==> config.mk <==
export PLATFORM = sky130hd
export DESIGN_NAME = pp_buffer_sequencer
export DESIGN_NICKNAME = d
export VERILOG_FILES = /design/src/rtl/pp_seq_pkg.sv /design/src/rtl/pp_seq_out_fifo.sv /design/src/rtl/pp_buffer_sequencer.sv
export SDC_FILE = /design/constraint.sdc
export NUM_CORES = 1
export LEC_CHECK = 0
export ABC_AREA = 0
export CAP_MARGIN = 20
export CORE_UTILIZATION = 25
export CTS_BUF_LIST = sky130_fd_sc_hd__clkbuf_2 sky130_fd_sc_hd__clkbuf_4 sky130_fd_sc_hd__clkbuf_8
export DETAILED_ROUTE_END_ITERATION = 7
export MAX_ROUTING_LAYER = met4
export PLACE_DENSITY_LB_ADDON = 0.08
export RECOVER_POWER = 100
export SLEW_MARGIN = 20
export SYNTH_ARGS = -nofsm -noshare
export SYNTH_HDL_FRONTEND = slang
export SYNTH_HIERARCHICAL = 1
export SYNTH_SLANG_ARGS = --single-unit
export TNS_END_PERCENT = 10
==> constraint.sdc <==
create_clock -name clk -period 4.7 [get_ports clk]
set_input_delay 1.175 -clock clk [delete_from_list [all_inputs] [get_ports clk]]
set_output_delay 1.175 -clock clk [all_outputs]
set_load 0.1 [all_outputs]
==> src/rtl/pp_seq_pkg.sv <==
// Shared types and default sizing for the ping-pong buffer sequencer.
package pp_seq_pkg;

   localparam int PP_SEQ_DEPTH        = 256;
   localparam int PP_SEQ_EARLY_MARGIN = 4;
   localparam int PP_SEQ_DATA_W       = 32;

   typedef enum logic {
      WR_RUN,
      WR_GAP
   } wr_state_t;

   typedef enum logic [1:0] {
      RD_IDLE,
      RD_RUN,
      RD_WAIT
   } rd_state_t;

endpackage

==> src/rtl/pp_seq_out_fifo.sv <==
// Two-entry {last,data} output FIFO for the sequencer read path.
// The writer is credit-managed by the sequencer, so there is no input ready;
// occupancy is exported so the sequencer can compute its issue credit.
module pp_seq_out_fifo
   import pp_seq_pkg::*;
#(
   parameter int DATA_W = PP_SEQ_DATA_W
) (
   input  logic              clk,
   input  logic              rst,
   input  logic              in_valid,
   input  logic [DATA_W-1:0] in_data,
   input  logic              in_last,
   output logic              out_valid,
   output logic [DATA_W-1:0] out_data,
   output logic              out_last,
   input  logic              out_ready,
   output logic [1:0]        count
);

   logic [DATA_W:0] mem [2];
   logic            wptr;
   logic            rptr;
   logic            pop;

   assign pop       = out_valid && out_ready;
   assign out_valid = (count != 2'd0);
   assign out_data  = out_valid ? mem[rptr][DATA_W-1:0] : '0;
   assign out_last  = out_valid && mem[rptr][DATA_W];

   // Pointer and occupancy tracking
   always_ff @(posedge clk) begin
      if (rst) begin
         wptr  <= 1'b0;
         rptr  <= 1'b0;
         count <= 2'd0;
      end else begin
         wptr  <= wptr ^ in_valid;
         rptr  <= rptr ^ pop;
         count <= count + {1'b0, in_valid} - {1'b0, pop};
      end
   end

   // Storage (not reset: contents only matter while counted as occupied)
   always_ff @(posedge clk) begin
      if (in_valid) mem[wptr] <= {in_last, in_data};
   end

endmodule

==> src/rtl/pp_buffer_sequencer.sv <==
// Ping-pong buffer sequencer: streams input beats into the granted write
// block and streams the granted read block back out through a small FIFO.
// Optional feature macro: PP_SEQ_STALL_CNT_EN enables the stall cycle counter.
module pp_buffer_sequencer
   import pp_seq_pkg::*;
#(
   parameter  int DEPTH        = PP_SEQ_DEPTH,
   parameter  int EARLY_MARGIN = PP_SEQ_EARLY_MARGIN,
   parameter  int DATA_W       = PP_SEQ_DATA_W,
   localparam int ADDR_W       = $clog2(DEPTH)
) (
   input  logic              clk,
   input  logic              rst,
   input  logic [1:0]        blk_0,
   input  logic [1:0]        blk_1,
   input  logic              stall_axi_b,
   input  logic              s_tvalid,
   input  logic              s_tlast,
   output logic              s_tready,
   output logic              wr_en0,
   output logic              wr_en1,
   output logic [ADDR_W-1:0] wr_addr,
   output logic              rd_en0,
   output logic              rd_en1,
   output logic [ADDR_W-1:0] rd_addr,
   input  logic [DATA_W-1:0] rd_data0,
   input  logic [DATA_W-1:0] rd_data1,
   output logic              m_tvalid,
   output logic              m_tlast,
   output logic [DATA_W-1:0] m_tdata,
   input  logic              m_tready,
   output logic              done_wr,
   output logic              done_wr_early,
   output logic              done_rd,
   output logic              tlast_flag,
   output logic              err_sticky,
   output logic [15:0]       stall_cnt
);

   localparam logic [ADDR_W-1:0] LAST_ADDR  = ADDR_W'(DEPTH - 1);
   localparam logic [ADDR_W-1:0] EARLY_ADDR = ADDR_W'(DEPTH - 1 - EARLY_MARGIN);
   localparam logic [ADDR_W:0]   FULL_LEN   = (ADDR_W + 1)'(DEPTH);
   localparam logic [ADDR_W:0]   ONE_LEN    = (ADDR_W + 1)'(1);

   // ---------------- write side ----------------
   wr_state_t       wr_state, wr_state_nxt;
   logic            wr_avail, wr_sel, wr_accept, wr_end;
   logic [ADDR_W:0] len0, len1;

   assign wr_avail  = blk_0[0] | blk_1[0];
   assign wr_sel    = !blk_0[0];                 // block 0 wins when both are granted
   assign s_tready  = !rst && wr_avail && !stall_axi_b && (wr_state == WR_RUN);
   assign wr_accept = s_tready && s_tvalid;
   assign wr_end    = wr_accept && ((wr_addr == LAST_ADDR) || s_tlast);
   assign wr_en0    = wr_accept && !wr_sel;
   assign wr_en1    = wr_accept && wr_sel;

   // Write FSM state register
   always_ff @(posedge clk) begin
      if (rst) wr_state <= WR_RUN;
      else     wr_state <= wr_state_nxt;
   end

   // Write FSM next state: one idle cycle after each block so the grant update is seen
   always_comb begin
      wr_state_nxt = wr_state;
      case (wr_state)
         WR_RUN:  if (wr_end) wr_state_nxt = WR_GAP;
         WR_GAP:  wr_state_nxt = WR_RUN;
         default: wr_state_nxt = WR_RUN;
      endcase
   end

   // Write address, block length capture, write status pulses and error flag
   always_ff @(posedge clk) begin
      if (rst) begin
         wr_addr       <= '0;
         len0          <= FULL_LEN;
         len1          <= FULL_LEN;
         done_wr       <= 1'b0;
         done_wr_early <= 1'b0;
         tlast_flag    <= 1'b0;
         err_sticky    <= 1'b0;
      end else begin
         done_wr       <= wr_end;
         tlast_flag    <= wr_end && s_tlast;
         done_wr_early <= wr_accept && (wr_addr == EARLY_ADDR);
         if (blk_0[0] && blk_1[0]) err_sticky <= 1'b1;
         if (wr_accept) wr_addr <= wr_end ? '0 : wr_addr + ADDR_W'(1);
         if (wr_end && !wr_sel) len0 <= {1'b0, wr_addr} + ONE_LEN;
         if (wr_end &&  wr_sel) len1 <= {1'b0, wr_addr} + ONE_LEN;
      end
   end

   // ---------------- read side ----------------
   rd_state_t         rd_state, rd_state_nxt;
   logic              rd_blk, rd_abort, rd_grant, rd_issue, rd_drained, rd_done_now;
   logic [ADDR_W:0]   rd_len, rd_cnt;
   logic [2:0]        rd_held;
   logic [1:0]        fifo_cnt;
   logic              fifo_pop;
   logic              vld_p1, last_p1, blk_p1;
   logic [DATA_W-1:0] rd_word_p1;

   assign rd_grant    = rd_blk ? blk_1[1] : blk_0[1];
   assign fifo_pop    = m_tvalid && m_tready;
   // Words still owed to the FIFO once this cycle's pop is taken into account;
   // counting the pop is what allows one word per cycle at m_tready=1.
   assign rd_held     = {1'b0, fifo_cnt} + {2'b00, vld_p1} - {2'b00, fifo_pop};
   assign rd_issue    = !rst && (rd_state == RD_RUN) && !rd_abort && rd_grant &&
                        (rd_cnt < rd_len) && (rd_held < 3'd2);
   assign rd_en0      = rd_issue && !rd_blk;
   assign rd_en1      = rd_issue && rd_blk;
   assign rd_addr     = rd_cnt[ADDR_W-1:0];
   assign rd_drained  = (fifo_cnt == 2'd0) && !vld_p1;
   assign rd_done_now = (rd_state == RD_RUN) && !rd_abort && rd_grant && fifo_pop && m_tlast;
   assign rd_word_p1  = blk_p1 ? rd_data1 : rd_data0;

   // Read FSM state register
   always_ff @(posedge clk) begin
      if (rst) rd_state <= RD_IDLE;
      else     rd_state <= rd_state_nxt;
   end

   // Read FSM next state: start on any read grant, drain quietly if the grant is pulled
   always_comb begin
      rd_state_nxt = rd_state;
      case (rd_state)
         RD_IDLE: if (blk_0[1] || blk_1[1]) rd_state_nxt = RD_RUN;
         RD_RUN: begin
            if (rd_abort || !rd_grant) begin
               if (rd_drained) rd_state_nxt = RD_IDLE;
            end else if (rd_done_now) begin
               rd_state_nxt = RD_WAIT;
            end
         end
         RD_WAIT: if (!rd_grant) rd_state_nxt = RD_IDLE;
         default: rd_state_nxt = RD_IDLE;
      endcase
   end

   // Read block selection, issue counter, abort flag and completion pulse
   always_ff @(posedge clk) begin
      if (rst) begin
         rd_blk   <= 1'b0;
         rd_len   <= FULL_LEN;
         rd_cnt   <= '0;
         rd_abort <= 1'b0;
         vld_p1   <= 1'b0;
         done_rd  <= 1'b0;
      end else begin
         done_rd <= rd_done_now;
         vld_p1  <= rd_issue;
         if (rd_state == RD_IDLE) begin
            rd_cnt   <= '0;
            rd_abort <= 1'b0;
            if (blk_0[1]) begin
               rd_blk <= 1'b0;
               rd_len <= len0;
            end else if (blk_1[1]) begin
               rd_blk <= 1'b1;
               rd_len <= len1;
            end
         end else begin
            if (rd_issue) rd_cnt <= rd_cnt + ONE_LEN;
            if ((rd_state == RD_RUN) && !rd_grant) rd_abort <= 1'b1;
         end
      end
   end

   // ---- stage p1: BRAM word returns one cycle after issue ----
   always_ff @(posedge clk) begin
      last_p1 <= (rd_cnt == rd_len - ONE_LEN);
      blk_p1  <= rd_blk;
   end

   pp_seq_out_fifo #(.DATA_W(DATA_W)) u_out_fifo (
      .clk       (clk),
      .rst       (rst),
      .in_valid  (vld_p1),
      .in_data   (rd_word_p1),
      .in_last   (last_p1),
      .out_valid (m_tvalid),
      .out_data  (m_tdata),
      .out_last  (m_tlast),
      .out_ready (m_tready),
      .count     (fifo_cnt)
   );

`ifdef PP_SEQ_STALL_CNT_EN
   logic [15:0] stall_cnt_q;

   // Saturating count of cycles where the source is held off by the AXI-B stall
   always_ff @(posedge clk) begin
      if (rst)                                                        stall_cnt_q <= 16'h0;
      else if (s_tvalid && stall_axi_b && (stall_cnt_q != 16'hFFFF)) stall_cnt_q <= stall_cnt_q + 16'h1;
   end

   assign stall_cnt = stall_cnt_q;
`else
   assign stall_cnt = 16'h0;
`endif

endmodule

---- After elaboration in Yosys (flattened, before gate mapping) ----
Memory sizes are Yosys's and may differ from the RTL's. A register that Yosys moved wholly into a read port is not among the register bits.
Cells that the tools add are included.
word-level totals
  register bits after elaboration ......... 61
  bits in latches ......................... 0
  bits in writable memories ............... 66
  ROM bits ................................ 0
  input bits .............................. 74
  output and inout port bits .............. 76
  memories kept ........................... 1
operators by class
  add/subtract/negate cells ............... 8
  multiply operators ...................... 0
  divide/modulo/power cells ............... 0
  order comparisons ....................... 2
  eq/ne operators ......................... 9
  shift-type cells ........................ 0
  multiplexer cells ....................... 19
  bitwise gates (word level) .............. 4
  reduce and logical (&&, ||, !) cells .... 44
memory list
  memory          words  bits a word  read ports  clocked after Yosys merged registers in  wr ports  RTL line               RTL
  u_out_fifo.mem  2      33           1           1                                        1         pp_seq_out_fifo.sv:21  logic [DATA_W:0] mem [2];
operators by type and width
  cell                   number
  $mux W32               2
  $logic_and A1 B1 Y1    27
  $mux W9                2
  $eq A8 B8 Y1 const B   2
  $mux W2                5
  $add A8 B1 Y9 const B  1
  $add A9 B1 Y9 const B  1
  $eq A9 B9 Y1           1
  $lt A9 B9 Y1           1
  $sub A9 B1 Y9 const B  1
  $add A8 B1 Y8 const B  1
  $mux W8                1
  $logic_not A1 Y1       7
  $mux W1                7
  $pmux W2 S3            1
  $logic_not A2 Y1       2
  $ne A2 B2 Y1 const B   2
  $reduce_and A4 Y1      1
  $reduce_bool A2 Y1     2
  $add A2 B1 Y3          1
  $logic_or A1 B1 Y1     3
  $lt A3 B2 Y1 const B   1
  $ne A3 B2 Y1 const B   1
  $ne A3 B3 Y1 const B   1
  11 further kinds       12

---- Logic depth before layout (Yosys ltp) ----
  depth after elaboration ................. 8
  mapped depth ............................ 14
  mapped depth without buffers ............ 11

---- Cells and area by module ----
The synthesis kept the hierarchy.
by module, submodules not included
  module               times used  cells each  area each (um^2)  seq. area each (um^2)
  pp_buffer_sequencer  1           387         3430.8            1141.1
  pp_seq_out_fifo      1           160         2723.9            2062.0

---- Worst setup path before layout ----
OpenSTA, ideal clock, no wires.
  path type ............................... reg-to-output
  start point ............................. reg u_out_fifo.count[1]
  end point ............................... out rd_en0
  arrival time ............................ 4.685 ns
  slack ................................... -1.160 ns
  stages on the path, launching flop included .. 14
  cell sequence ........................... dfxtp_1 -> nor2_2 -> buf_2 -> inv_1 -> and2_1 -> ha_1 -> nand2b_1 -> fa_1 -> nor2b_1 -> o2111ai_1 -> or4b_1 -> buf_2 -> clkbuf_1 -> nor2_1
on the way
  cells in the longest elaborated chain, start to end .. 6
ends and longest elaborated chain
  what                      RTL line                    RTL
  start: declaration        pp_seq_out_fifo.sv:18       output logic [1:0] count
  start signal: assignment  pp_seq_out_fifo.sv:40       count <= count + {1'b0, in_valid} - {1'b0, pop};
  $reduce_bool A2 Y1        pp_seq_out_fifo.sv:27       assign out_valid = (count != 2'd0);
  net m_tvalid              pp_buffer_sequencer.sv:28   output logic m_tvalid,
  $logic_and A1 B1 Y1       pp_buffer_sequencer.sv:106  assign fifo_pop = m_tvalid && m_tready;
  $sub A3 B1 Y3             pp_buffer_sequencer.sv:109  assign rd_held = {1'b0, fifo_cnt} + {2'b00, vld_p1} - {2'b00, fifo_pop};
  $lt A3 B2 Y1              pp_buffer_sequencer.sv:111  (rd_cnt < rd_len) && (rd_held < 3'd2);
  $logic_and A1 B1 Y1       pp_buffer_sequencer.sv:111
  $logic_and A1 B1 Y1       pp_buffer_sequencer.sv:112  assign rd_en0 = rd_issue && !rd_blk;
  end: declaration          pp_buffer_sequencer.sv:23   output logic rd_en0,
The timed path passes the listed nets, and every way through them passes these cells.

---- Worst setup path in the final report ----
  start point ............................. in m_tready
  end point ............................... out rd_en1
on the way
  cells in the longest elaborated chain, start to end .. 5
ends and longest elaborated chain
  what                 RTL line                    RTL
  start: declaration   pp_buffer_sequencer.sv:31   input logic m_tready,
  $logic_and A1 B1 Y1  pp_buffer_sequencer.sv:106
  $sub A3 B1 Y3        pp_buffer_sequencer.sv:109
  $lt A3 B2 Y1         pp_buffer_sequencer.sv:111
  $logic_and A1 B1 Y1  pp_buffer_sequencer.sv:111
  $logic_and A1 B1 Y1  pp_buffer_sequencer.sv:113  assign rd_en1 = rd_issue && rd_blk;
  end: declaration     pp_buffer_sequencer.sv:24   output logic rd_en1,
Every way passes these cells.

==> results.cfg <==
[run_status]
status = finished with violations
violations = max-capacitance violations, max-slew violations

[pwr]
power.switching_mw = 1.78
combPwrFrac_pct = 41.5
cellLeakagePower_nw = 2.98
powerDensity_nw_per_um2 = 490
clkPwrFrac_pct = 24.0
ir_drop_mv = 0.194
seq_power_share_pct = 34.5
switching_share_pct = 45.9
power.internal_mw = 2.10

[finish]
multi_input_comb_area_um2 = 2650
utilization_pct = 32.6
fill_cells = 2512
n_antenna_cell = 0
area_delta_synth_final_pct = 28.6
seqCellArea_um2 = 3200
fin_nets = 765
drive_gt1_share_pct = 13.8
stdcell_area_um2 = 7910

[route]
ant_nets = 0
drc = 0
vias = 4372
routed_wirelength_um = 14900
initialDrtViolationCount = 203
dr.pass1.iters = 4
viasPerCell = 4.33
wl_per_cell_um = 14.8

[critical_path]
crit_chain = buf_2, and2_4, ha_4, nand2b_4, fa_1, nor2b_4, o2111ai_1, or4b_4, inv_2, and2_4, buf_8
cpPeakStageDelay_ns = 0.52
r2r_setup_slack_ns = 1.37
cp_slowest_cell = or4b_4
crit_path_start_kind = input port
worstPathRequired_ns = 3.52
critPathKind = input port to output port
r2r_end = rd_cnt[8]
path_common_cell = and2_4
arrival_ns = 3.42
end_kind = output port
worstReg2RegStart = u_out_fifo/count[1]
ff2ff_path_depth = 12
crit_fanout = 3

[yosys]
synth_area_leaders = edfxtp_1 (32%), dfxtp_1 (20%), mux2i_1 (9.6%)
synth_cell_types = 51
synthesis.area_um2 = 6150
synth_edf_count = 66
yosys_warnings = 6
netlist_top_cells_count = nor2_1 (82), edfxtp_1 (66), dfxtp_1 (61)
syn_avg_cell_area_um2 = 11.3
yosysMostFrequentCell = nor2_1
syn_inst = 547
synth_top_area_share_pct = 32.2
yosys.area.top_type = edfxtp_1
yosysSeqAreaShare_pct = 52.0
synthArstFlopShare_pct = 0
synthFlopType = edfxtp_1
synth_seq_cells = 127

[global_routing]
gr-total-overflow = 0
grt_max_degree = 47
antenna_found_initial = 0
grt_first_pass_wirelength_um = 24000
grt_pass1_vias = 4476
grt_usage_pct = 12.6

[worst_hold_path]
whs_path_depth = 0
hold_end = u_out_fifo/mem[1][32]
hold_class = flip-flop to flip-flop
hold_start = last_p1

[timing]
rsz0062_at_grt = false
post-route-min-period_ns = 4.59
fmax_mhz = 218
slew_violations = 144
worstMarginPinSlew_ns = 2.04
hold_viol_final = 0
timing.max_slew.rel_slack_pct = -35.8
finalSetupViolations = 0
whs_ns = 0.449
period_share_pct = 97.7
fin_worst_skew_ns = 0.00856

[floorplanning]
core_um2 = 24200
die_height_um = 159
fp.dieArea_um2 = 25300
row_count = 57
fp.dieW_um = 159
pin_count = 150
start_util_pct = 25.4

[cts]
cts_max_level = 4
cts_tree = done
cts_root_buf = clkbuf_8
cts_buffers = 17
path_clk_slew_ns = 0.07
post_cts_buffers = 0
clk_path_buf_depth = 2
cts_sinks = 127
insertion_delay_ns = 0.44

[run]
cap_violations = 5

[placement]
dp.final_hpwl_um = 10400
numPortBuffers = 133
globalplace.congestion = 0.732
post_dp_cell_area_um2 = 7640
[cell type report]
type / count / area share (%)
sequential: 127 / 40.5
clock buffer: 18 / 3.05
timing repair buffer: 142 / 15.1
inverter: 20 / 0.949
clock inverter: 14 / 1.82
multi-input combinational: 365 / 33.4
tap: 324 / 5.12
[state kept, by name, summed over array words and instances, names as in the netlist, 2 cells and up]
| register | cells |
|---|---|
| u_out_fifo/count | 2 |
| u_out_fifo/mem | 66 |
| wr_addr | 8 |
| rd_len | 9 |
| len0 | 9 |
| len1 | 9 |
| rd_state | 2 |
| rd_cnt | 9 |
[routing by layer]
metal | part of all wire [%] | global-route usage (%) | routed length, µm | up-vias
met1 | 46 | 15.0 | 6820 | 2062
li1 | - | - | - | 2175
met5 | 0 | - | 0 | -
met4 | 0.89 | 3.80 | 133 | 0
met2 | 48 | 20.3 | 7150 | 125
met3 | 5.5 | 3.81 | 813 | 10
[stage by stage]
step	cells	power, mW	setup WS, ns	setup TNS [ns]
after floorplan	562	2.69	-0.717	-1.42
after global placement	978	3.05	-0.376	-0.657
after detailed placement	978	3.06	-0.376	-0.662
after CTS	1010	4.03	0.0679	0
after global routing	1010	4.09	0.0200	0
final	1010	3.88	0.108	0
[placed cells by master, fill, tap and decap left out, types with 3 or more instances in the layout]
cell type / count
nand3_1: 13
clkbuf_2: 34
and4_1: 3
nand4_1: 4
clkbuf_8: 17
mux2_2: 10
xnor2_1: 11
nand2_1: 8
mux2_1: 24
a211oi_1: 13
xor2_1: 7
clkinv_2: 3
a21oi_1: 18
nor3_1: 7
and3_1: 8
a22oi_1: 5
clkbuf_1: 6
clkdlybuf4s50_1: 41
nor2_1: 81
edfxtp_1: 66
nor2b_1: 5
clkinv_4: 3
dfxtp_1: 61
o21a_1: 3
o21ai_0: 9
ha_1: 16
nand2b_1: 4
inv_1: 19
buf_4: 7
nor4_1: 4
mux2i_1: 59
dlygate4sd3_1: 51
clkinvlp_4: 4
or3_1: 7
conb_1: 16
a31oi_1: 3
[worst max path at each step]
stage	end	start
2_1_floorplan	rd_en1	u_out_fifo/count[1]
3_3_place_gp	rd_en1	m_tready
3_5_place_dp	rd_en1	m_tready
4_1_cts	rd_en1	m_tready
5_1_grt	rd_en1	m_tready
6_report	rd_en1	m_tready
[cells by family after synthesis]
family	Yosys count	share of synthesized area [%]
AO/OA/AOI/OAI	60	6.34
flip-flops	127	52.0
buffers and inverters	70	6.51
other	1	0.0609
multiplexers	93	15.8
AND/OR/NAND/NOR	159	12.5
XOR/XNOR	19	2.93
adder cells (fa/ha/maj)	18	3.78
[what timing repair did]
action,4_1_cts,5_1_grt
setup endpoints to repair,2,1
gates resized for setup,11,0
pin swaps,3,1
hold buffers,0,0
[power by group through the flow]
stage	sequential [mW]	clock (mW)	combinational, mW
2_1_floorplan	1.31	0	1.39
3_3_place_gp	1.36	0	1.68
3_5_place_dp	1.37	0	1.69
4_1_cts	1.34	0.975	1.71
5_1_grt	1.35	1.03	1.70
6_report	1.34	0.933	1.61
[critical path: cells and delay by family]
kind,cells,cell delay [ns]
buffers and inverters,3,0.36
AND/OR/NAND/NOR,5,1.06
adder cells (fa/ha/maj),2,0.71
AO/OA/AOI/OAI,1,0.11
No activity file was read; power rests on OpenSTA's default activity.
